<file path="src/rtl/rgb_out_pack_if.sv">
// Stream bundle for rgb_out_pack: LAB-side credit handshake with converter
// results, and the packed RGB valid/ready output stream.
interface rgb_out_pack_if #(
    parameter int DSIZE = 16
);
    logic             lab_valid;
    logic             lab_ready;
    logic [DSIZE-1:0] R;
    logic [DSIZE-1:0] G;
    logic [DSIZE-1:0] B;
    logic             sign_r;
    logic             sign_g;
    logic             sign_b;
    logic             rgb_valid;
    logic             rgb_ready;
    logic [23:0]      rgb_data;

    modport master (
        output lab_valid, R, G, B, sign_r, sign_g, sign_b, rgb_ready,
        input  lab_ready, rgb_valid, rgb_data
    );

    modport slave (
        input  lab_valid, R, G, B, sign_r, sign_g, sign_b, rgb_ready,
        output lab_ready, rgb_valid, rgb_data
    );
endinterface

</file>
<file path="src/rtl/rgb_out_pack.sv">
// Output stage behind the LAB-to-RGB converter: tracks accepted pixels through the
// fixed-latency pipe, rounds/saturates to 8 bits, and buffers them in a credit-guarded FIFO.
module rgb_out_pack #(
    parameter int DSIZE = 16,
    parameter int FRAC  = 8,
    parameter int LAT   = 12,
    parameter int DEPTH = 16
) (
    input  logic          clock,
    input  logic          rst_n,
    rgb_out_pack_if.slave bus,
    output logic [15:0]   clip_cnt
);
    localparam int PW = (DEPTH > 1) ? $clog2(DEPTH) : 1;
    localparam int CW = $clog2(DEPTH + 1);
    localparam logic [CW-1:0]  DEPTH_C  = CW'(DEPTH);
    localparam logic [PW-1:0]  LAST_PTR = PW'(DEPTH - 1);
    localparam logic [DSIZE:0] HALF     = (DSIZE + 1)'(1) << (FRAC - 1);
    localparam logic [DSIZE:0] MAX8     = (DSIZE + 1)'(255);

    logic [LAT-1:0]   tag_q, tag_d;
    logic [CW-1:0]    occ_q, occ_d;
    logic [CW-1:0]    fill_q, fill_d;
    logic [PW-1:0]    wrPtr_q, wrPtr_d;
    logic [PW-1:0]    rdPtr_q, rdPtr_d;
    logic [15:0]      clipCnt_q, clipCnt_d;
    logic [23:0]      mem_q [DEPTH];

    logic             acc;
    logic             pop;
    logic             wrEn;
    logic [23:0]      wrWord;
    logic             anyClip;
    logic [DSIZE-1:0] mag     [3];
    logic [2:0]       sgn;
    logic [DSIZE:0]   rounded [3];
    logic [7:0]       chan8   [3];
    logic [2:0]       clip;

    assign bus.lab_ready = (occ_q < DEPTH_C);
    assign bus.rgb_valid = (fill_q != '0);
    assign bus.rgb_data  = bus.rgb_valid ? mem_q[rdPtr_q] : 24'h0;
    assign clip_cnt      = clipCnt_q;

    // Rounding is done one bit wider than the input so value + half never loses its carry.
    always_comb begin
        mag[0] = bus.R;
        mag[1] = bus.G;
        mag[2] = bus.B;
        sgn[0] = bus.sign_r;
        sgn[1] = bus.sign_g;
        sgn[2] = bus.sign_b;
        clip   = '0;
        for (int c = 0; c < 3; c++) begin
            rounded[c] = ({1'b0, mag[c]} + HALF) >> FRAC;
            chan8[c]   = 8'h00;
            if (sgn[c]) begin
                clip[c] = |mag[c];
            end else if (rounded[c] > MAX8) begin
                chan8[c] = 8'hFF;
                clip[c]  = 1'b1;
            end else begin
                chan8[c] = 8'(rounded[c]);
            end
        end
        wrWord  = {chan8[0], chan8[1], chan8[2]};
        anyClip = |clip;
    end

    always_comb begin
        acc       = bus.lab_valid && bus.lab_ready;
        pop       = bus.rgb_valid && bus.rgb_ready;
        wrEn      = tag_q[LAT-1];
        tag_d     = LAT'({tag_q, acc});
        occ_d     = occ_q;
        fill_d    = fill_q;
        wrPtr_d   = wrPtr_q;
        rdPtr_d   = rdPtr_q;
        clipCnt_d = clipCnt_q;

        if (acc && !pop) begin
            occ_d = occ_q + CW'(1);
        end else if (!acc && pop) begin
            occ_d = occ_q - CW'(1);
        end

        if (wrEn && !pop) begin
            fill_d = fill_q + CW'(1);
        end else if (!wrEn && pop) begin
            fill_d = fill_q - CW'(1);
        end

        if (wrEn) begin
            wrPtr_d = (wrPtr_q == LAST_PTR) ? '0 : wrPtr_q + PW'(1);
            if (anyClip && clipCnt_q != 16'hFFFF) begin
                clipCnt_d = clipCnt_q + 16'd1;
            end
        end
        if (pop) begin
            rdPtr_d = (rdPtr_q == LAST_PTR) ? '0 : rdPtr_q + PW'(1);
        end
    end

    always_ff @(posedge clock or negedge rst_n) begin
        if (!rst_n) begin
            tag_q     <= '0;
            occ_q     <= '0;
            fill_q    <= '0;
            wrPtr_q   <= '0;
            rdPtr_q   <= '0;
            clipCnt_q <= '0;
        end else begin
            tag_q     <= tag_d;
            occ_q     <= occ_d;
            fill_q    <= fill_d;
            wrPtr_q   <= wrPtr_d;
            rdPtr_q   <= rdPtr_d;
            clipCnt_q <= clipCnt_d;
        end
    end

    // Pixel storage needs no reset: the fill count alone decides what is visible.
    always_ff @(posedge clock) begin
        if (wrEn) begin
            mem_q[wrPtr_q] <= wrWord;
        end
    end

    noOverflow: assert property (@(posedge clock) disable iff (!rst_n)
        !(wrEn && (fill_q == DEPTH_C) && !pop));
endmodule

</file>
<file path="src/flat_wrapper.sv">
// flat-port wrapper written by rule: the top's interface ports become plain ports
module rgb_out_pack_flat 
#(
    parameter int DSIZE = 16,
    parameter int FRAC  = 8,
    parameter int LAT   = 12,
    parameter int DEPTH = 16
)
  (clock, rst_n, clip_cnt, bus_lab_valid, bus_R, bus_G, bus_B, bus_sign_r, bus_sign_g, bus_sign_b, bus_rgb_ready, bus_lab_ready, bus_rgb_valid, bus_rgb_data);
  rgb_out_pack_if #(.DSIZE(DSIZE)) bus_i ();
  input  logic clock;
  input  logic rst_n;
  output logic [15:0] clip_cnt;
  input wire logic [$bits(bus_i.lab_valid)-1:0] bus_lab_valid;
  input wire logic [$bits(bus_i.R)-1:0] bus_R;
  input wire logic [$bits(bus_i.G)-1:0] bus_G;
  input wire logic [$bits(bus_i.B)-1:0] bus_B;
  input wire logic [$bits(bus_i.sign_r)-1:0] bus_sign_r;
  input wire logic [$bits(bus_i.sign_g)-1:0] bus_sign_g;
  input wire logic [$bits(bus_i.sign_b)-1:0] bus_sign_b;
  input wire logic [$bits(bus_i.rgb_ready)-1:0] bus_rgb_ready;
  output wire logic [$bits(bus_i.lab_ready)-1:0] bus_lab_ready;
  output wire logic [$bits(bus_i.rgb_valid)-1:0] bus_rgb_valid;
  output wire logic [$bits(bus_i.rgb_data)-1:0] bus_rgb_data;
  assign bus_i.lab_valid = bus_lab_valid;
  assign bus_i.R = bus_R;
  assign bus_i.G = bus_G;
  assign bus_i.B = bus_B;
  assign bus_i.sign_r = bus_sign_r;
  assign bus_i.sign_g = bus_sign_g;
  assign bus_i.sign_b = bus_sign_b;
  assign bus_i.rgb_ready = bus_rgb_ready;
  assign bus_lab_ready = bus_i.lab_ready;
  assign bus_rgb_valid = bus_i.rgb_valid;
  assign bus_rgb_data = bus_i.rgb_data;
  rgb_out_pack #(.DSIZE(DSIZE), .FRAC(FRAC), .LAT(LAT), .DEPTH(DEPTH)) u_core (.clock(clock), .rst_n(rst_n), .bus(bus_i), .clip_cnt(clip_cnt));
endmodule
</file>
<file path="config.mk">
export PLATFORM = sky130hd
export DESIGN_NAME = rgb_out_pack_flat
export DESIGN_NICKNAME = d
export VERILOG_FILES = /design/src/rtl/rgb_out_pack_if.sv /design/src/rtl/rgb_out_pack.sv /design/src/flat_wrapper.sv
export SDC_FILE = /design/constraint.sdc
export NUM_CORES = 1
export LEC_CHECK = 0
export BUFFER_PORTS_ARGS = -buffer_cell sky130_fd_sc_hd__buf_4
export CAP_MARGIN = 25
export CORE_AREA = 2 2 212 214
export DETAILED_ROUTE_END_ITERATION = 6
export DIE_AREA = 0 0 214 216
export PLACE_DENSITY_LB_ADDON = 0.2
export SYNTH_ARGS = -nofsm -noshare
export SYNTH_HDL_FRONTEND = slang
export SYNTH_SLANG_ARGS = --single-unit
</file>
<file path="constraint.sdc">
create_clock -name clock -period 6.9 [get_ports clock]
set_input_delay 0.345 -clock clock [delete_from_list [all_inputs] [get_ports clock]]
set_output_delay 0.345 -clock clock [all_outputs]
set_load 0.05 [all_outputs]
</file>
After elaboration in Yosys (flattened, before gate mapping)
Memories as Yosys holds them, arrays and structs flattened.
Cells that the tools add are included.
{"block": "totals", "output_inout_bits": 42, "regBits": 46, "mem_count": 1, "ram_bits": 384}
{"block": "op_classes", "add_sub_neg": 10, "muxes": 21, "n_reduce_logical": 18, "eq_ne": 3, "n_lt_le_gt_ge": 4}
{"name": "u_core.mem_q", "words": 16, "word_bits": 24, "rd": 1, "rd_ports_with_merged_regs": 0, "wr": 1, "line_no": "rgb_out_pack.sv:27", "source": "logic [23:0] mem_q [DEPTH];"}
{"operator": "$add 16x8->17 const B", "count": 3}
{"operator": "$mux 8", "count": 6}
{"operator": "$reduce_or 16->1", "count": 3}
{"operator": "$gt 9x8->1 const B", "count": 3}
{"operator": "$mux 24", "count": 1}
{"operator": "$mux 5", "count": 4}
{"operator": "$add 16x1->16 const B", "count": 1}
{"operator": "$ne 16x16->1 const B", "count": 1}
{"operator": "$add 5x1->5 const B", "count": 2}
{"operator": "$sub 5x1->5 const B", "count": 2}
{"operator": "$add 4x1->4 const B", "count": 2}
{"operator": "$eq 4x4->1 const B", "count": 2}
{"operator": "$mux 1", "count": 8}
{"operator": "$mux 4", "count": 2}
{"operator": "$logic_and 1x1->1", "count": 7}
{"operator": "$lt 5x5->1 const B", "count": 1}
{"operator": "$reduce_bool 5->1", "count": 1}
{"operator": "$reduce_bool 2->1", "count": 2}
{"operator": "$logic_not 1->1", "count": 3}
{"operator": "$reduce_or 3->1", "count": 1}
{"operator": "$reduce_and 2->1", "count": 1}

Depth between registers and ports, before layout
Gate-level depths: netlist of the first run.
{"block": "logic_depth", "depth_word": 7, "depth_mapped": 12}

Least setup slack after synthesis of the first run
No wires, ideal clock.
{"block": "synth_path", "path_type": "reg-to-reg", "startpoint": "register u_core.tag_q[11]", "endpoint": "memory u_core.mem_q[3][0], enable pin", "slack_ns": 3.981, "arrival_ns": 2.484, "path_buffers": 1, "setup_time_ns": 0.435, "path_stages_with_launch": 4, "cell_sequence": "dfrtp_1 > clkbuf_1 > nand2_1 > nor3_1"}
{"block": "synth_via", "elab_chain_cells": 2}
{"element": "start, declared", "line_no": "rgb_out_pack.sv:21", "source": "logic [LAT-1:0] tag_q, tag_d;"}
{"element": "start signal, assigned", "line_no": "rgb_out_pack.sv:113", "source": "tag_q <= tag_d;"}
{"element": "$mux 1", "line_no": "rgb_out_pack.sv:124", "source": "if (wrEn) begin"}
{"element": "$mux 1 (not written as such)", "line_no": "rgb_out_pack.sv:125", "source": "mem_q[wrPtr_q] <= wrWord;"}
{"element": "end, declared", "line_no": "rgb_out_pack.sv:27"}
Every way passes these cells.

Worst setup path after layout of the first run
{"block": "layout_path", "startpoint": "register u_core.rdPtr_q[0]", "endpoint": "output bus_rgb_data[19]"}
{"block": "layout_via", "elab_chain_cells": 2}
{"element": "start, declared", "line_no": "rgb_out_pack.sv:25", "source": "logic [PW-1:0] rdPtr_q, rdPtr_d;"}
{"element": "start signal, assigned", "line_no": "rgb_out_pack.sv:117", "source": "rdPtr_q <= rdPtr_d;"}
{"element": "$mem_v2 16x24"}
{"element": "$mux 24", "line_no": "rgb_out_pack.sv:42", "source": "assign bus.rgb_data = bus.rgb_valid ? mem_q[rdPtr_q] : 24'h0;"}
{"element": "end, declared", "line_no": "flat_wrapper.sv:24", "source": "output wire logic [$bits(bus_i.rgb_data)-1:0] bus_rgb_data;"}
Every way passes these cells.

==> results of run 1 <==
[routing by layer]
| metal | part of all wire, % | vias to the layer above | track usage [%] |
|---|---|---|---|
| met2 | 51 | 215 | 29.4 |
| met4 | 1.8 | 0 | 4.87 |
| met5 | 0 | - | 0 |
| met3 | 4.5 | 49 | 2.79 |
| li1 | - | 3871 | - |
| met1 | 43 | 4591 | 22.3 |
[cell usage in the layout (no fill, tap or decap), types with 8 or more instances in the layout]
cell type	count
ha_1	17
clkinv_2	10
nor4_1	13
buf_4	127
a21o_1	9
a21oi_1	12
xnor2_1	18
clkinv_1	9
and3_1	9
nor2_1	14
xor2_1	20
nand3_1	20
nor2_2	10
nor2b_1	26
o21ai_0	19
nor3_1	8
dfrtp_1	43
edfxtp_1	384
nand2_1	32
inv_1	14
clkbuf_16	45
mux4_2	120
[power breakdown]
group / internal, mW / switching, mW / total [mW]
registers: 3.10 / 0.304 / 3.41
clock network: 1.35 / 0.981 / 2.33
logic: 1.28 / 1.67 / 2.94
[sequential cells by signal, indices dropped and copies added, names as in the netlist]
signal and flops:
u_core.rdPtr_q 4, u_core.mem_q 384, u_core.wrPtr_q 4, u_core.fill_q 5, u_core.tag_q 12, u_core.occ_q 5
u_core.clip_cnt 16
[worst max-delay path: cells and delay by family, from the launching register on]
family,cells,cell delay [ps]
multiplexers,2,1070
buffers and inverters,2,1040
flip-flops,1,780
AND/OR/NAND/NOR,1,190
[logic make-up (layout without fill, tap and decap cells)]
logic type,count (synthesis),after routing,synth area share [%]
adder cells (fa/ha/maj),19,19,1.45
buffers and inverters,51,228,1.24
AND/OR/NAND/NOR,162,162,4.90
XOR/XNOR,38,38,1.91
flip-flops,430,430,72.6
AO/OA/AOI/OAI,57,57,2.12
multiplexers,124,124,15.8
[per-stage QoR]
| stage | instance area (um2) | power (mW) | utilization [%] | hold slack, ps |
|---|---|---|---|---|
| 5_1_grt | 20600 | 9.10 | 47.0 | 73.9 |
| 3_5_place_dp | 19100 | 6.46 | 43.7 | 335 |
| 3_3_place_gp | 19100 | 6.44 | 43.5 | 336 |
| 2_1_floorplan | 17500 | 5.56 | - | 49.4 |
| 4_1_cts | 20600 | 8.82 | 46.9 | 56.1 |
| 6_report | 20600 | 8.68 | 47.0 | 87.7 |
[cell type report]
| cell class | instances | area [um2] | area share [%] |
|---|---|---|---|
| flip-flops and latches | 430 | 12700 | 61.6 |
| well taps | 592 | 741 | 3.60 |
| clock inverters | 30 | 264 | 1.28 |
| inverters | 14 | 52.6 | 0.255 |
| repair buffers | 133 | 1060 | 5.13 |
| clock buffers | 51 | 1150 | 5.57 |
| multi-input cells | 400 | 4650 | 22.6 |
[worst paths after layout]
kind,end,cells after the start,from
worst min register to register,u_core.tag_q[9],0,u_core.tag_q[8]
min in group asynchronous,u_core.wrPtr_q[2],2,rst_n
worst max register to register,u_core.fill_q[4],12,u_core.fill_q[1]
worst max-delay path,bus_rgb_data[19],5,u_core.rdPtr_q[0]
worst min-delay path,u_core.tag_q[0],2,bus_lab_valid
max in group asynchronous,u_core.rdPtr_q[0],2,rst_n
[what timing repair did]
item	CTS	global route
hold endpoints to repair	46	0
hold buffers	1	0
resized for setup	0	0
==> metrics.yaml, run 1 <==
sta:
  fin_tns_setup_ps: 0
  fin_crit_ps: 4030
  fmax_mhz: 248
  timing_hold_violations_final: 0
  rsz0062_at_grt: "false"
  setup_viol: 0
  skew_ps: 16.7
  setup_slack_ps: 2870
  worst_pin_slew_ps: 1060
  final.period_utilization_pct: 58.4
  slew_headroom_pct: 29.5
  finalMaxSlewViolations: 0
yosys:
  synth_top_area_share_pct: 66.0
  synth_warnings: 0
  avgSynthCellArea_um2: 19.8
  syn-cell-area_um2: 17500
  async_flop_share_pct: 10.7
  synthCells: 881
  synth_top_area_cell: "edfxtp_1"
  synthFlopType: "edfxtp_1"
  synthTopCellsByCount: "384 x edfxtp_1, 120 x mux4_2, 46 x dfrtp_1, 32 x nand2_1, 27 x nor2_1"
  ys_seq_area_share_pct: 72.6
  synth_enable_flop_cells: 384
  synthDistinctLibCells: 46
  syn_nets: 955
  synth_area_leaders: "edfxtp_1 66%, mux4_2 15%, dfrtp_1 6.6%, ha_1 1.2%, xor2_1 1.0%"
  synth.most_common_cell: "edfxtp_1"
  ys_seq_elements: 430
place:
  dp_hpwl_um: 21300
  numPortBuffers: 96
  pre_cts_ws_ps: 3080
  dp.cells: 1564
  place_congestion: 0.738
drt:
  final_antenna_net_count: 0
  wl_um: 38400
  drtIter0Drc: 665
  routedWlPerCell_um: 23.3
  dr.pass1.iters: 5
  drc: 0
  routed_via_density: 5.29
  via_count: 8726
floorplan:
  die_x_um: 214
  pin_count: 97
  die_area_um2: 46200
  row_count: 77
  die_h_um: 216
  start_util_pct: 39.8
  fp.coreArea_um2: 43800
setup_path:
  worstPathRequired_ps: 6550
  r2r_slack_ps: 3180
  path_cells: "buf_4, mux4_2, mux4_2, nor2b_1, buf_4"
  cp-start-kind: "register"
  path_max_fanout: 41
  critPathSlowestCell: "dfrtp_4"
  arrival_ps: 3680
  endpoint_kind: "output pin"
  worstSetupPathType: "reg2out"
  slowest_delay_ps: 780
power:
  p_per_area_nw_per_um2: 421
  irDropWorstVdd_uv: 399
  power.leakage_nw: 6.93
cts:
  clockRootBuffer: "clkbuf_16"
  cts_buffers: 45
  htreeDepth: 2
  postCtsSetupBuffers: 0
  insertion_delay_ps: 560
  cts_sinks: 430
  path_clk_slew_ps: 60
  cts_buffer_depth: 3
  cts_tree: "built"
finish:
  layout-drive-gt1-share_pct: 33.4
  fillers: 3689
  final_nets: 1098
  area_growth_pct: 18.0
  final_cells: 1650
  antenna_cells: 0
outcome:
  status: "complete, no violations"
global_routing:
  grt_pass1_wl_um: 58000
  grt_start_max_net_pins: 57
  antenna_found_initial: 0
  overflow: 0
  grt_pass1_vias: 9168
  grt_usage_pct: 17.0
job:
  cap_violations: 0
worst_hold_path:
  hold_class: "in2reg"
Power figures use the tool's default switching activity.
==> run 2: changes to the inputs <==
--- a/config.mk
+++ b/config.mk
@@ -5,11 +5,12 @@
 export SDC_FILE = /design/constraint.sdc
 export NUM_CORES = 1
 export LEC_CHECK = 0
+export ABC_AREA = 1
 export BUFFER_PORTS_ARGS = -buffer_cell sky130_fd_sc_hd__buf_4
 export CAP_MARGIN = 25
-export CORE_AREA = 2 2 212 214
+export CORE_AREA = 2 2 218 220
 export DETAILED_ROUTE_END_ITERATION = 6
-export DIE_AREA = 0 0 214 216
+export DIE_AREA = 0 0 220 222
 export PLACE_DENSITY_LB_ADDON = 0.2
 export SYNTH_ARGS = -nofsm -noshare
 export SYNTH_HDL_FRONTEND = slang
==> constraint.sdc (replaced) <==
create_clock -name clock -period 3.6 [get_ports clock]
set_input_delay 0.18 -clock clock [delete_from_list [all_inputs] [get_ports clock]]
set_output_delay 0.18 -clock clock [all_outputs]
set_load 0.05 [all_outputs]
==> metrics.yaml, run 2 <==
yosys:
  synthDistinctLibCells: 38  # -17%
  synthFlopType: "edfxtp_1"
  synth_area_leaders: "edfxtp_1 63%, nor2_1 7.4%, dfrtp_1 6.3%, o21ai_0 6.2%, nand2_1 3.7%"
  synth_top_area_share_pct: 62.8  # -3.2 points
  ys_seq_area_share_pct: 69.1  # -3.5 points
  synthAdderAreaFrac_pct: 1.38  # -0.070 points
  synth_top_area_cell: "edfxtp_1"
  avgSynthCellArea_um2: 11.4  # -42%
  synth_xor_xnor_area_share_pct: 1.29  # -0.62 points
  synthCells: 1609  # +83%
  ys_seq_elements: 430  # unchanged
  synth-simple-area-share_pct: 13.6  # +8.7 points
  synth_enable_flop_cells: 384  # unchanged
  synth_top_family_by_area: "simple AND/OR/NAND/NOR gates"
  async_flop_share_pct: 10.7  # unchanged
  synth.most_common_cell: "edfxtp_1"
  synth_compound_area_share_pct: 11.1  # +8.9 points
  synthMuxAreaShare_pct: 0  # -16 points
  synth_warnings: 0  # unchanged
  syn_nets: 1683  # +76%
  syn-cell-area_um2: 18400  # +5.1%
  synthTopCellsByCount: "384 x edfxtp_1, 360 x nor2_1, 226 x o21ai_0, 179 x nand2_1, 58 x inv_1"
setup_path:
  cp-start-kind: "register"
  reg2reg_to: "u_core.occ_q[4]"
  worstSetupPathType: "reg2out"
  worst_r2r_path_depth: 11  # -1
  endpoint_kind: "output pin"
  r2r_slack_ps: 1020  # -2160 ps
  arrival_ps: 3140  # -540 ps
  r2r_start: "u_core.fill_q[0]"
  worstPathRequired_ps: 3420  # -3130 ps
  path_max_fanout: 68  # +66%
power:
  power_mw: 17.6  # +100%
  p_per_area_nw_per_um2: 817  # +94%
  power.leakage_nw: 7.78  # +12%
  irDropWorstVdd_uv: 882  # +120%
finish:
  largest_register_ffs: 384  # unchanged
  final_common_cell: "edfxtp_1"
  final_cell_mix: "384 x edfxtp_1, 343 x nor2_1, 226 x o21ai_0, 179 x nand2_1, 140 x buf_4"
  antenna_cells: 0  # unchanged
  top_register: "u_core.mem_q"
  area_growth_pct: 17.2
  layout-drive-gt1-share_pct: 14.1  # -19 points
  final_nets: 1800  # +64%
  finalInstanceArea_um2: 21500  # +4.3%
outcome:
  status: "complete, no violations"
sta:
  holdWs_ps: 85.1  # -2.65 ps
  setup_viol: 0  # unchanged
  finalMaxSlewViolations: 0  # unchanged
  final.period_utilization_pct: 92.3
  timing_hold_violations_final: 0  # unchanged
  skew_ps: 12.6  # -4.13 ps
  fmax_mhz: 301
  fin_crit_ps: 3320
  rsz0062_at_grt: "false"
  worst_pin_slew_ps: 1040  # -19.5 ps
  setup_slack_ps: 278  # -2600 ps
  fin_tns_setup_ps: 0  # unchanged
  slew_headroom_pct: 30.7  # +1.2 points
cts:
  cts_sinks: 430  # unchanged
  htreeDepth: 2  # unchanged
  clockRootBuffer: "clkbuf_16"
  cts_buffers: 46  # +2.2%
  postCtsSetupBuffers: 0  # unchanged
  insertion_delay_ps: 580  # +20 ps
  cts_tree: "built"
  path_clk_slew_ps: 60  # about the same
  cts_buffer_depth: 3  # unchanged
global_routing:
  overflow: 0  # unchanged
  grt_start_max_net_pins: 72  # +26%
  grt_pass1_wl_um: 72500  # +25%
  grt_pass1_vias: 12100  # +32%
  grt_usage_pct: 19.8  # +2.8 points
  antenna_found_initial: 0  # unchanged
place:
  dpl_cell_area_um2: 20000  # +4.4%
  pre_cts_ws_ps: 796  # -2290 ps
  dp_hpwl_um: 27800  # +30%
  place_congestion: 0.823  # +12%
  numPortBuffers: 96  # unchanged
floorplan:
  die_area_um2: 48800  # +5.7%
  start_util_pct: 39.7  # -0.16 points
  row_count: 79  # +2.6%
  fp.coreArea_um2: 46300  # +5.5%
  pin_count: 97  # unchanged
  die_h_um: 222  # +2.8%
  die_x_um: 220  # +2.8%
worst_hold_path:
  worstHoldPathCells: 4  # +2
  hold-path-endpoint: "u_core.rdPtr_q[1]"
  hold_class: "in2reg"
  holdCritStartpoint: "bus_rgb_ready"
job:
  cap_violations: 0  # unchanged
drt:
  routedWlPerCell_um: 20.1  # -14%
  wl_um: 47600  # +24%
  via_count: 12400  # +42%
  final_antenna_net_count: 0  # unchanged
  drtIter0Drc: 1085  # +63%
  routed_via_density: 5.23  # -1.0%
  drc: 0  # unchanged
  dr.pass1.iters: 6  # +1
==> run 2: stage by stage <==
step,util [%],std cells
global route,46.5,2368
floorplan,-,1609
finish,46.5,2368
global placement,43.1,2281
CTS,46.5,2368
detailed placement,43.2,2283
==> run 2: kinds of logic after synthesis <==
family,after synthesis
and+or+nand+nor,618
DFF,430
AOI/OAI and AO/OA,373
buffers and inverters,142
xor gates and xnor gates,27
adders and majority gates,19
==> run 2: power by group <==
part	switching (mW)	internal [mW]	leakage (nW)	total (mW)
Combinational	4.63	1.95	2.95	6.59
Clock	1.90	2.83	0.733	4.73
Sequential	0.335	5.90	4.10	6.24
==> run 2: critical path, stage by stage (launching register included) <==
cell and delay, ps:
dfrtp_4 680, inv_6 510, buf_4 310, nor2_1 60, o211ai_1 170, nand3_1 90, a31oi_1 420, buf_4 300
==> run 2: cell type report <==
type                       instances  area, um2
tap                              607        759
inverter                          61        234
clock buffer                      57       1220
clock inverter                    26        273
timing repair buffer             150       1230
sequential                       430      12700
fill                            4281      24800
multi-input combinational       1037       5090
==> run 2: per-layer routing <==
metal  global-route usage (%)  vias up  part of all wire [%]
met2                     32.8      293                    49
met3                     2.63       72                   5.0
met5                        0        -                     0
li1                         -     5907                     -
met4                     5.91        0                   2.1
met1                     27.0     6124                    44
==> run 2: repair_timing <==
action                                 CTS  global route
endpoints found under the hold margin   47             0
resized for setup                        0             1
hold buffers                             2             0
setup endpoints to repair                0             1
==> run 2: worst max path at each step <==
| stage | from | endpoint | slack, ps | depth (start not counted) |
|---|---|---|---|---|
| 2_1_floorplan | u_core.fill_q[0] | u_core.fill_q[3] | 790 | 12 |
| 3_3_place_gp | u_core.rdPtr_q[0] | bus_rgb_data[0] | 760 | 7 |
| 3_5_place_dp | u_core.rdPtr_q[0] | bus_rgb_data[0] | 800 | 7 |
| 4_1_cts | u_core.rdPtr_q[0] | bus_rgb_data[0] | 140 | 7 |
| 5_1_grt | u_core.rdPtr_q[0] | bus_rgb_data[13] | 140 | 8 |
| 6_report | u_core.rdPtr_q[0] | bus_rgb_data[22] | 280 | 7 |
